### config.mk
export PLATFORM = sky130hd
export DESIGN_NAME = clk_div_prog
export DESIGN_NICKNAME = d
export VERILOG_FILES = /design/src/rtl/clk_div_prog.sv
export SDC_FILE = /design/constraint.sdc
export NUM_CORES = 1
export LEC_CHECK = 0
export CAP_MARGIN = 20
export CORE_MARGIN = 2
export CORE_UTILIZATION = 55
export CTS_BUF_LIST = sky130_fd_sc_hd__clkbuf_8
export DETAILED_ROUTE_END_ITERATION = 8
export PLACE_DENSITY = 0.73
export SKIP_LAST_GASP = 1
export SLEW_MARGIN = 20
export SYNTH_ARGS = -nofsm -noshare
export SYNTH_HDL_FRONTEND = slang
export SYNTH_SLANG_ARGS = --single-unit
### constraint.sdc
create_clock -name clk_in -period 6.11 [get_ports clk_in]
set_input_delay 1.222 -clock clk_in [delete_from_list [all_inputs] [get_ports clk_in]]
set_output_delay 1.222 -clock clk_in [all_outputs]
set_load 0.005 [all_outputs]
### src/rtl/clk_div_prog.sv
// rtl/clk_div_prog.sv - programmable clock divider with boundary-aligned divisor loads
// Three-state run/drain/idle control; divisor changes and stops only take effect at the period wrap.
module clk_div_prog #(
    parameter int DIV_W       = 8,
    parameter int DEFAULT_DIV = 2
) (
    input  logic             clk_in,
    input  logic             rst_n,
    input  logic             en,
    input  logic [DIV_W-1:0] div_val,
    input  logic             load,
    output logic             load_ack,
    output logic             clk_out,
    output logic             tick,
    output logic             busy
);

    typedef enum logic [1:0] {
        IDLE  = 2'd0,
        RUN   = 2'd1,
        DRAIN = 2'd2
    } state_t;

    localparam logic [DIV_W-1:0] DIV_DEF = DIV_W'(DEFAULT_DIV);
    localparam logic [DIV_W-1:0] DIV_MIN = DIV_W'(2);
    localparam logic [DIV_W-1:0] ONE     = DIV_W'(1);

    state_t           state, state_n;
    logic [DIV_W-1:0] cnt, cnt_n;
    logic [DIV_W-1:0] active, active_n;
    logic [DIV_W-1:0] pending, pending_n;
    logic             pending_valid, pending_valid_n;
    logic             wrap, apply_div;
    logic             clk_out_n, tick_n;
    logic [DIV_W:0]   hi_n;

    always_ff @(posedge clk_in or negedge rst_n) begin
        if (!rst_n) begin
            state         <= IDLE;
            cnt           <= '0;
            active        <= DIV_DEF;
            pending       <= '0;
            pending_valid <= 1'b0;
            clk_out       <= 1'b0;
            tick          <= 1'b0;
            load_ack      <= 1'b0;
        end else begin
            state         <= state_n;
            cnt           <= cnt_n;
            active        <= active_n;
            pending       <= pending_n;
            pending_valid <= pending_valid_n;
            clk_out       <= clk_out_n;
            tick          <= tick_n;
            load_ack      <= apply_div;
        end
    end

    always_comb begin
        state_n         = state;
        cnt_n           = cnt;
        pending_n       = pending;
        pending_valid_n = pending_valid;

        wrap      = (state != IDLE) && (cnt == (active - ONE));
        // A pending divisor lands immediately when idle, otherwise only at a period boundary.
        apply_div = pending_valid && ((state == IDLE) || wrap);
        active_n  = apply_div ? pending : active;

        if (load) begin
            pending_n       = (div_val < DIV_MIN) ? DIV_MIN : div_val;
            pending_valid_n = 1'b1;
        end else if (apply_div) begin
            pending_valid_n = 1'b0;
        end

        case (state)
            IDLE: begin
                cnt_n = '0;
                if (en) begin
                    state_n = RUN;
                end
            end
            RUN: begin
                cnt_n = wrap ? '0 : cnt + ONE;
                if (!en) begin
                    state_n = DRAIN;
                end
            end
            DRAIN: begin
                // Re-enabling before the wrap keeps counting, so the waveform has no gap.
                if (en) begin
                    state_n = RUN;
                    cnt_n   = wrap ? '0 : cnt + ONE;
                end else if (wrap) begin
                    state_n = IDLE;
                    cnt_n   = '0;
                end else begin
                    cnt_n = cnt + ONE;
                end
            end
            default: begin
                state_n = IDLE;
                cnt_n   = '0;
            end
        endcase

        hi_n      = ({1'b0, active_n} + {{DIV_W{1'b0}}, 1'b1}) >> 1;
        clk_out_n = (state_n != IDLE) && ({1'b0, cnt_n} < hi_n);
        tick_n    = clk_out_n & ~clk_out;
    end

    assign busy = (state != IDLE);

endmodule
# [Word level (Yosys, flattened, before mapping)]
# Cells that the tools add are included.
[totals] regBits=30 latchBits=0 ram_bits=0 mem_bits_ro=0 input_bits=12 output_inout_bits=4 elab_cells=38 memories=0
[op_classes] add_sub_neg=3 n_mul=0 n_div=0 order_cmp=2 eq_ne=3 n_shift=0 mux=11 bitwise_logic=2 n_reduce_logical=9
[op_table] cell="$mux 8" count=4
[op_table] cell="$add 8x1->9 const B" count=1
[op_table] cell="$add 8x1->8 const B" count=1
[op_table] cell="$eq 8x8->1" count=1
[op_table] cell="$lt 8x2->1 const B" count=1
[op_table] cell="$lt 8x8->1" count=1
[op_table] cell="$mux 2" count=4
[op_table] cell="$sub 8x1->8 const B" count=1
[op_table] cell="$pmux 2 s3" count=1
[op_table] cell="$reduce_bool 2->1" count=3
[op_table] cell="$logic_and 1x1->1" count=3
[op_table] cell="$eq 2x1->1 const B" count=1
[op_table] cell="$eq 2x2->1 const B" count=1
[op_table] cell="$logic_not 2->1" count=1
[op_table] cell="$mux 1" count=2
[op_table] cell="$reduce_or 2->1" count=1
[op_table] cell="$and 1x1->1" count=1
[op_table] cell="$logic_or 1x1->1" count=1
[op_table] cell="$not 1->1" count=1

# [Longest topological paths before layout]
# Gate-level depths: netlist of the first run.
[logic_depth] depth_word=10 mapped_depth=23 mapped_depth_nobuf=19

# [Worst setup path after synthesis of the first run]
# Ideal clock, no wire load.
[synth_path] path_type="register to register" from="register active[1]" to="register tick" setup_ns=0.101 arrival_ns=4.548 required_ns=6.009 path_slack_ns=1.461 path_stages_with_launch=24 n_path_buf=4 synth_period_minus_slack_ns=4.649 cell_sequence="dfstp_2 buf_6 inv_1 ha_1 nor3b_2 xnor2_1 mux2_2 a41oi_4 nand2b_4 buf_6 buf_12 mux2_4 ha_1 clkbuf_1 nand3_1 xnor2_1 mux2i_1 ha_1 a21o_1 a21o_1 a21o_1 a21o_1 a221o_1 nor4_1"
[synth_between] elab_chain_cells=10 elab_cells_between_ends=16 classes_between="add/sub: 2; order compare: 1; eq/ne: 1; mux: 6; bitwise: 1; reduce/logical: 5"
[synth_rtl] item="start, declared" line="30" rtl="logic [DIV_W-1:0] active, active_n;"
[synth_rtl] item="start signal, assigned" line="50" rtl="active <= active_n;"
[synth_rtl] item="$sub 8x1->8" line="65" rtl="wrap = (state != IDLE) && (cnt == (active - ONE));"
[synth_rtl] item="$eq 8x8->1" line="65"
[synth_rtl] item="$logic_and 1x1->1" line="65"
[synth_rtl] item="$logic_or 1x1->1" line="67" rtl="apply_div = pending_valid && ((state == IDLE) || wrap);"
[synth_rtl] item="$logic_and 1x1->1" line="67"
[synth_rtl] item="$mux 8 (*)" line="68" rtl="active_n = apply_div ? pending : active;"
[synth_rtl] item="via active_n[1]" line="30"
[synth_rtl] item="$add 8x1->9 (*)" line="108" rtl="hi_n = ({1'b0, active_n} + {{DIV_W{1'b0}}, 1'b1}) >> 1;"
[synth_rtl] item="$lt 8x8->1 (*)" line="109" rtl="clk_out_n = (state_n != IDLE) && ({1'b0, cnt_n} < hi_n);"
[synth_rtl] item="$logic_and 1x1->1 (*)" line="109"
[synth_rtl] item="$and 1x1->1 (*)" line="110" rtl="tick_n = clk_out_n & ~clk_out;"
[synth_rtl] item="via tick_n" line="34" rtl="logic clk_out_n, tick_n;"
[synth_rtl] item="end signal, assigned" line="54" rtl="tick <= tick_n;"
[synth_rtl] item="end, declared" line="14" rtl="output logic tick,"
# Mark *: on every way through the listed nets, which the timed path passes. The rest lies on a longest branch.
# A chain may end at the register's enable or synchronous reset.

# [Final worst setup path of the first run]
[layout_path] from="register active[0]" to="register tick"
[layout_between] elab_chain_cells=10 elab_cells_between_ends=16 classes_between="add/sub: 2; order compare: 1; eq/ne: 1; mux: 6; bitwise: 1; reduce/logical: 5"
[layout_rtl] item="$sub 8x1->8" line="65"
[layout_rtl] item="$eq 8x8->1" line="65"
[layout_rtl] item="$logic_and 1x1->1" line="65"
[layout_rtl] item="$logic_or 1x1->1" line="67"
[layout_rtl] item="$logic_and 1x1->1" line="67"
[layout_rtl] item="$mux 8" line="68"
[layout_rtl] item="via active_n[1]" line="30"
[layout_rtl] item="$add 8x1->9" line="108"
[layout_rtl] item="$lt 8x8->1" line="109"
[layout_rtl] item="$logic_and 1x1->1" line="109"
[layout_rtl] item="$and 1x1->1" line="110"
[layout_rtl] item="via tick_n" line="34"
# The timed path passes the listed nets, and every way through them passes these cells.

==> results of run 1 <==
## cells in the final DEF (no fill, tap or decap), types with 7 or more instances in the layout
cell	n
dfrtp_1	29
xnor2_1	18
nand3_1	16
clkdlybuf4s50_1	15
inv_1	14
ha_1	14
nor2_1	13
mux2_2	11
nand2_1	7
xor2_1	7
## sequential cells by signal, indices dropped and copies added (netlist names)
register / count
cnt: 8
active: 8
load_ack: 1
pending_valid: 1
state: 2
tick: 1
pending: 8
clk_out: 1
## through the flow
stage                     hold WS, ns  instance area (sq um)  instances  setup WS (ns)
after detailed placement        0.431                   2280        263           1.26
final                           0.451                   2370        271           1.21
after global routing            0.464                   2370        271          0.884
after global placement          0.420                   2280        263           1.45
after CTS                       0.453                   2370        271           1.20
after floorplan                 0.433                   2160        211           1.46
## where the power goes
part           switching, mW  internal (mW)  total (mW)
registers              0.114          0.259       0.373
logic                  0.310          0.291       0.601
clock network         0.0718         0.0890       0.161
## worst max path at each step
| stage | startpoint | endpoint | slack (ns) | cells after the start |
|---|---|---|---|---|
| 2_1_floorplan | active[1]$_DFF_PN1_ | tick$_DFF_PN0_ | 1.46 | 23 |
| 3_3_place_gp | active[1]$_DFF_PN1_ | tick$_DFF_PN0_ | 1.45 | 19 |
| 3_5_place_dp | active[1]$_DFF_PN1_ | tick$_DFF_PN0_ | 1.26 | 19 |
| 4_1_cts | active[1]$_DFF_PN1_ | tick$_DFF_PN0_ | 1.20 | 19 |
| 5_1_grt | active[0]$_DFF_PN0_ | tick$_DFF_PN0_ | 0.88 | 19 |
| 6_report | active[0]$_DFF_PN0_ | tick$_DFF_PN0_ | 1.21 | 19 |
## layer usage
metal | share of wire (%) | global-route usage, %
met1 | 44 | 31.1
met2 | 51 | 41.4
met3 | 3.0 | 3.72
met4 | 2.2 | 9.95
met5 | 0 | 0
## worst max-delay path, stage by stage (launching register included)
cell      delay, ns
dfrtp_1        0.51
inv_1          0.11
ha_1           0.22
nor3b_2        0.29
xnor2_1        0.16
mux2_2         0.38
a41oi_4        0.24
nand2b_4       0.32
mux2_4         0.33
ha_1           0.28
nand3_1        0.14
xnor2_1        0.14
mux2i_1        0.10
ha_1           0.30
a21o_1         0.18
a21o_1         0.16
a21o_1         0.16
a21o_1         0.17
a221o_1        0.30
nor4_1         0.27
## layout make-up
type	count	area share, %
Multi-Input combinational cell	156	53.1
Clock buffer	6	3.49
Sequential cell	30	31.7
Clock inverter	2	0.370
Tap cell	48	2.54
Inverter	13	2.06
Timing Repair Buffer	16	6.66
## cells by family (layout without fill, tap and decap cells)
group                      after synthesis  count (layout)  synth area share [%]
AOI/OAI and AO/OA                       33              33                  11.8
buffers and inverters                   25              37                  7.00
xor gates and xnor gates                26              26                  10.9
and+or+nand+nor                         65              65                  17.8
adders and majority gates               14              14                  8.10
muxes                                   18              18                  9.66
DFF                                     30              30                  34.8
==> results.txt, run 1 <==
status: completed
CP Launch Type: flip-flop
Register Area: 752 sq um
H-tree levels: 2
Tot GR Track Use: 24.4%
hpwl dp: 3480 um
Post-synth ARST share: 100%
sequential-to-total area share from yosys stat: 34.8%
Mapped Area: 2160 sq um
CTS tree: done
DRT Pass-1 Iters: 5
area grow syn2layout: 9.55%
crit path time final: 4.90 ns
FF-to-FF path depth: 19
Synth Warn #: 0
PortBufs: 15
slew margin rel.: 65.5%
FP Rows: 22
Layout Skew: 0.00677 ns
initial antenna violation count: 0
hold wc startpoint: clk_out$_DFF_PN0_
initial core utilization: 58.2%
WHS Path Cells: 1
Die Area: 4450 sq um
Leak: 1.07 nW
final setup vio count: 0
share of the synthesized area in the top cell type: 33.6%
first-pass GRT wire length: 8210 um
via count: 1609
Commonest cells post-synth: dfrtp_1, xnor2_1, nand3_1, ha_1
worst ir drop on vdd: 0.250 mV
Required @ worst endpoint: 6.28 ns
gr ovfl total: 0
Worst Path Max Fanout: 14
Tcrit/Tclk final: 80.2%
cts hold-fix bufs: 0
EDFF count, synth: 0
number of CTS-inserted buffers: 5
1st-iter DRT viols: 72
Fmax achieved: 204 MHz
clock buffer depth: 2
Ant. Diodes: 0
final WL: 4650 um
final core occ: 63.7%
Worst-path clk slew: 0.07 ns
Top FF cell, synth: dfrtp_1
type of the worst setup path: flip-flop to flip-flop
Die X: 66.7 um
RR Startpoint: active[0]$_DFF_PN0_
Post-route DRC: 0
Area contributors post-synth: dfrtp_1, ha_1, xnor2_1
Slew Limit Fails: 0
HP Class: flip-flop to flip-flop
Core Box Area: 3720 sq um
total negative setup slack: 0 ns
CTS sink count: 30
Setup Buffers After CTS: 0
Final Power: 1.14 mW
Arrival @ worst endpoint: 5.07 ns
hold path endpoint: tick$_DFF_PN0_
Syn Area/Cell: 10.2 sq um
Placer Congestion: 0.918
Vias/cell: 5.94
# IOs: 16
power per cell area: 479 nW/um^2
endpoint type of the worst setup path: flip-flop
CTS resizes: 0
Syn Inst Count: 211
fin nets: 248
post-synth cell types: 47
most frequent cell after synthesis: dfrtp_1
final hold violation count: 0
r2r endpoint: tick$_DFF_PN0_
Worst Tran Pin Value: 0.514 ns
final antenna-violating net count: 0
Die H: 66.7 um
fillcell total: 312
largest net degree at the start of global routing: 31
# Max-Cap Violations: 0
RSZ-0062 raised after global routing: false
routed length per instance: 17.1 um
syn nets: 237
Multi-input gate area: 1260 sq um
clk root buf: clkbuf_8
vias in the first global route: 1720
clk_lat worst skew: 0.28 ns
share of cells above drive strength 1: 13.9%
r2r setup slk: 1.21 ns
#FFs+latches synth: 30
largest area contributor in the netlist: dfrtp_1
Note: power is estimated with default switching activity, not from simulation.
==> run 2: changes to the inputs <==
- clock period: 6.11 -> 4.6 ns (I/O delays scaled with it)
==> results.txt, run 2 (synthesized netlist as in run 1, its figures left out) <==
Die H: 66.7 um
Clock Power Share: 13.3%
1st-iter DRT viols: 69
CP Launch Type: flip-flop
Placer Congestion: 0.886
crit path time final: 4.41 ns
CTS sink count: 30
HP Class: flip-flop to flip-flop
power per cell area: 648 nW/um^2
design area: 2450 sq um
Largest regs: active x8, cnt x8, pending x8
status: completed
Ant. Diodes: 0
via count: 1636
Sw Ratio: 42.3%
final setup vio count: 0
endpoint type of the worst setup path: flip-flop
slew margin rel.: 66.2%
cts hold-fix bufs: 0
fin nets: 257
Post-route DRC: 0
type of the worst setup path: flip-flop to flip-flop
Cell Int Power: 0.915 mW
share of cells above drive strength 1: 18.1%
commonest non-fill, non-tap cell in the layout: dfrtp_1
Worst-path clk slew: 0.06 ns
final hold violation count: 0
final antenna-violating net count: 0
Psw: 0.672 mW
Leak: 1.12 nW
final core occ: 65.9%
Core Box Area: 3720 sq um
H-tree levels: 2
# IOs: 16
number of CTS-inserted buffers: 5
vias in the first global route: 1713
Die X: 66.7 um
Tcrit/Tclk final: 95.8%
initial core utilization: 58.2%
combinational share of power: 56.3%
final WL: 4550 um
Worst Path Max Fanout: 9
Required @ worst endpoint: 4.79 ns
worst ir drop on vdd: 0.353 mV
Fmax achieved: 227 MHz
commonest cells after routing, fill and taps aside: dfrtp_1, xnor2_1, nand3_1
DRT Pass-1 Iters: 4
PortBufs: 15
Seq pwr share: 30.4%
Slew Limit Fails: 0
gr ovfl total: 0
# Max-Cap Violations: 0
FP Rows: 22
Die Area: 4450 sq um
Tot GR Track Use: 24.2%
largest net degree at the start of global routing: 31
Worst Tran Pin Value: 0.507 ns
hold slack: 0.454 ns
first-pass GRT wire length: 8050 um
Vias/cell: 5.84
routed length per instance: 16.3 um
hpwl dp: 3420 um
Arrival @ worst endpoint: 4.60 ns
area grow syn2layout: 13.3%
clk root buf: clkbuf_8
placed instance area: 2320 sq um
clk_lat worst skew: 0.28 ns
CTS tree: done
Layout Skew: 0.00816 ns
clock buffer depth: 2
initial antenna violation count: 0
## run 2: worst paths after layout
kind	from	endpoint	slack [ns]	depth (start not counted)
worst max-delay path	active[1]$_DFF_PN1_	clk_out$_DFF_PN0_	0.19	19
worst min-delay path	clk_out$_DFF_PN0_	tick$_DFF_PN0_	0.45	1
worst max register to register	active[1]$_DFF_PN1_	clk_out$_DFF_PN0_	0.19	19
worst min register to register	clk_out$_DFF_PN0_	tick$_DFF_PN0_	0.45	1
max in group asynchronous	rst_n	active[1]$_DFF_PN1_	3.26	2
min in group asynchronous	rst_n	pending[2]$_DFFE_PN0P_	1.02	2
## run 2: critical path, stage by stage, from the launching register on
cell and delay (ns):
dfstp_2 0.57, inv_1 0.05, ha_2 0.19, nor3b_2 0.18, xnor2_1 0.21, mux2_4 0.34, a41oi_4 0.21, nand2b_4 0.23
mux2_4 0.32, ha_2 0.21, nand3_1 0.10, xnor2_1 0.13, mux2i_1 0.10, ha_1 0.30, a21o_1 0.18, a21o_1 0.16
a21o_1 0.16, a21o_1 0.17, a221o_1 0.32, nor3_1 0.18
## run 2: metal layers
metal	share of wire, %	track usage, %	vias to the layer above	routed length [um]
li1	-	-	789	-
met1	44	30.4	791	1990
met2	50	42.0	48	2280
met3	4.6	3.89	8	211
met4	1.5	8.67	0	66
met5	0	0	-	0
## run 2: power by group through the flow
stage | logic (mW) | clock network (mW) | registers (mW)
finish | 0.893 | 0.211 | 0.483
CTS | 0.850 | 0.214 | 0.486
detailed placement | 0.845 | 0 | 0.489
global route | 0.984 | 0.228 | 0.496
global placement | 0.812 | 0 | 0.480
floorplan | 0.767 | 0 | 0.404
## run 2: through the flow
step	std cells	setup TNS, ns	total power [mW]	setup WS [ns]
6_report	280	0	1.59	0.194
2_1_floorplan	211	0	1.17	0.0178
5_1_grt	280	-0.0190	1.71	-0.0190
4_1_cts	276	0	1.55	0.0392
3_3_place_gp	268	0	1.29	0.238
3_5_place_dp	268	0	1.33	0.0327
## run 2: area by class of cell
type,count,area [sq um]
multi-input cells,156,1270
fillers,323,1270
flip-flops and latches,30,752
repair buffers,25,225
clock buffers,6,82.6
well taps,48,60.1
inverters,13,48.8
clock inverters,2,7.51
## run 2: what timing repair did
| action | in CTS | in global routing |
|---|---|---|
| setup endpoints to repair | 0 | 2 |
| setup buffers | 0 | 4 |
| gates resized for setup | 0 | 3 |
==> run 3: changes to the inputs <==
- CAP_MARGIN: 20 -> 15
- CTS_CLUSTER_DIAMETER: unset -> 100
==> results of run 3 <==
Same layout as run 2: the final DEF is identical, and so are final timing and power.
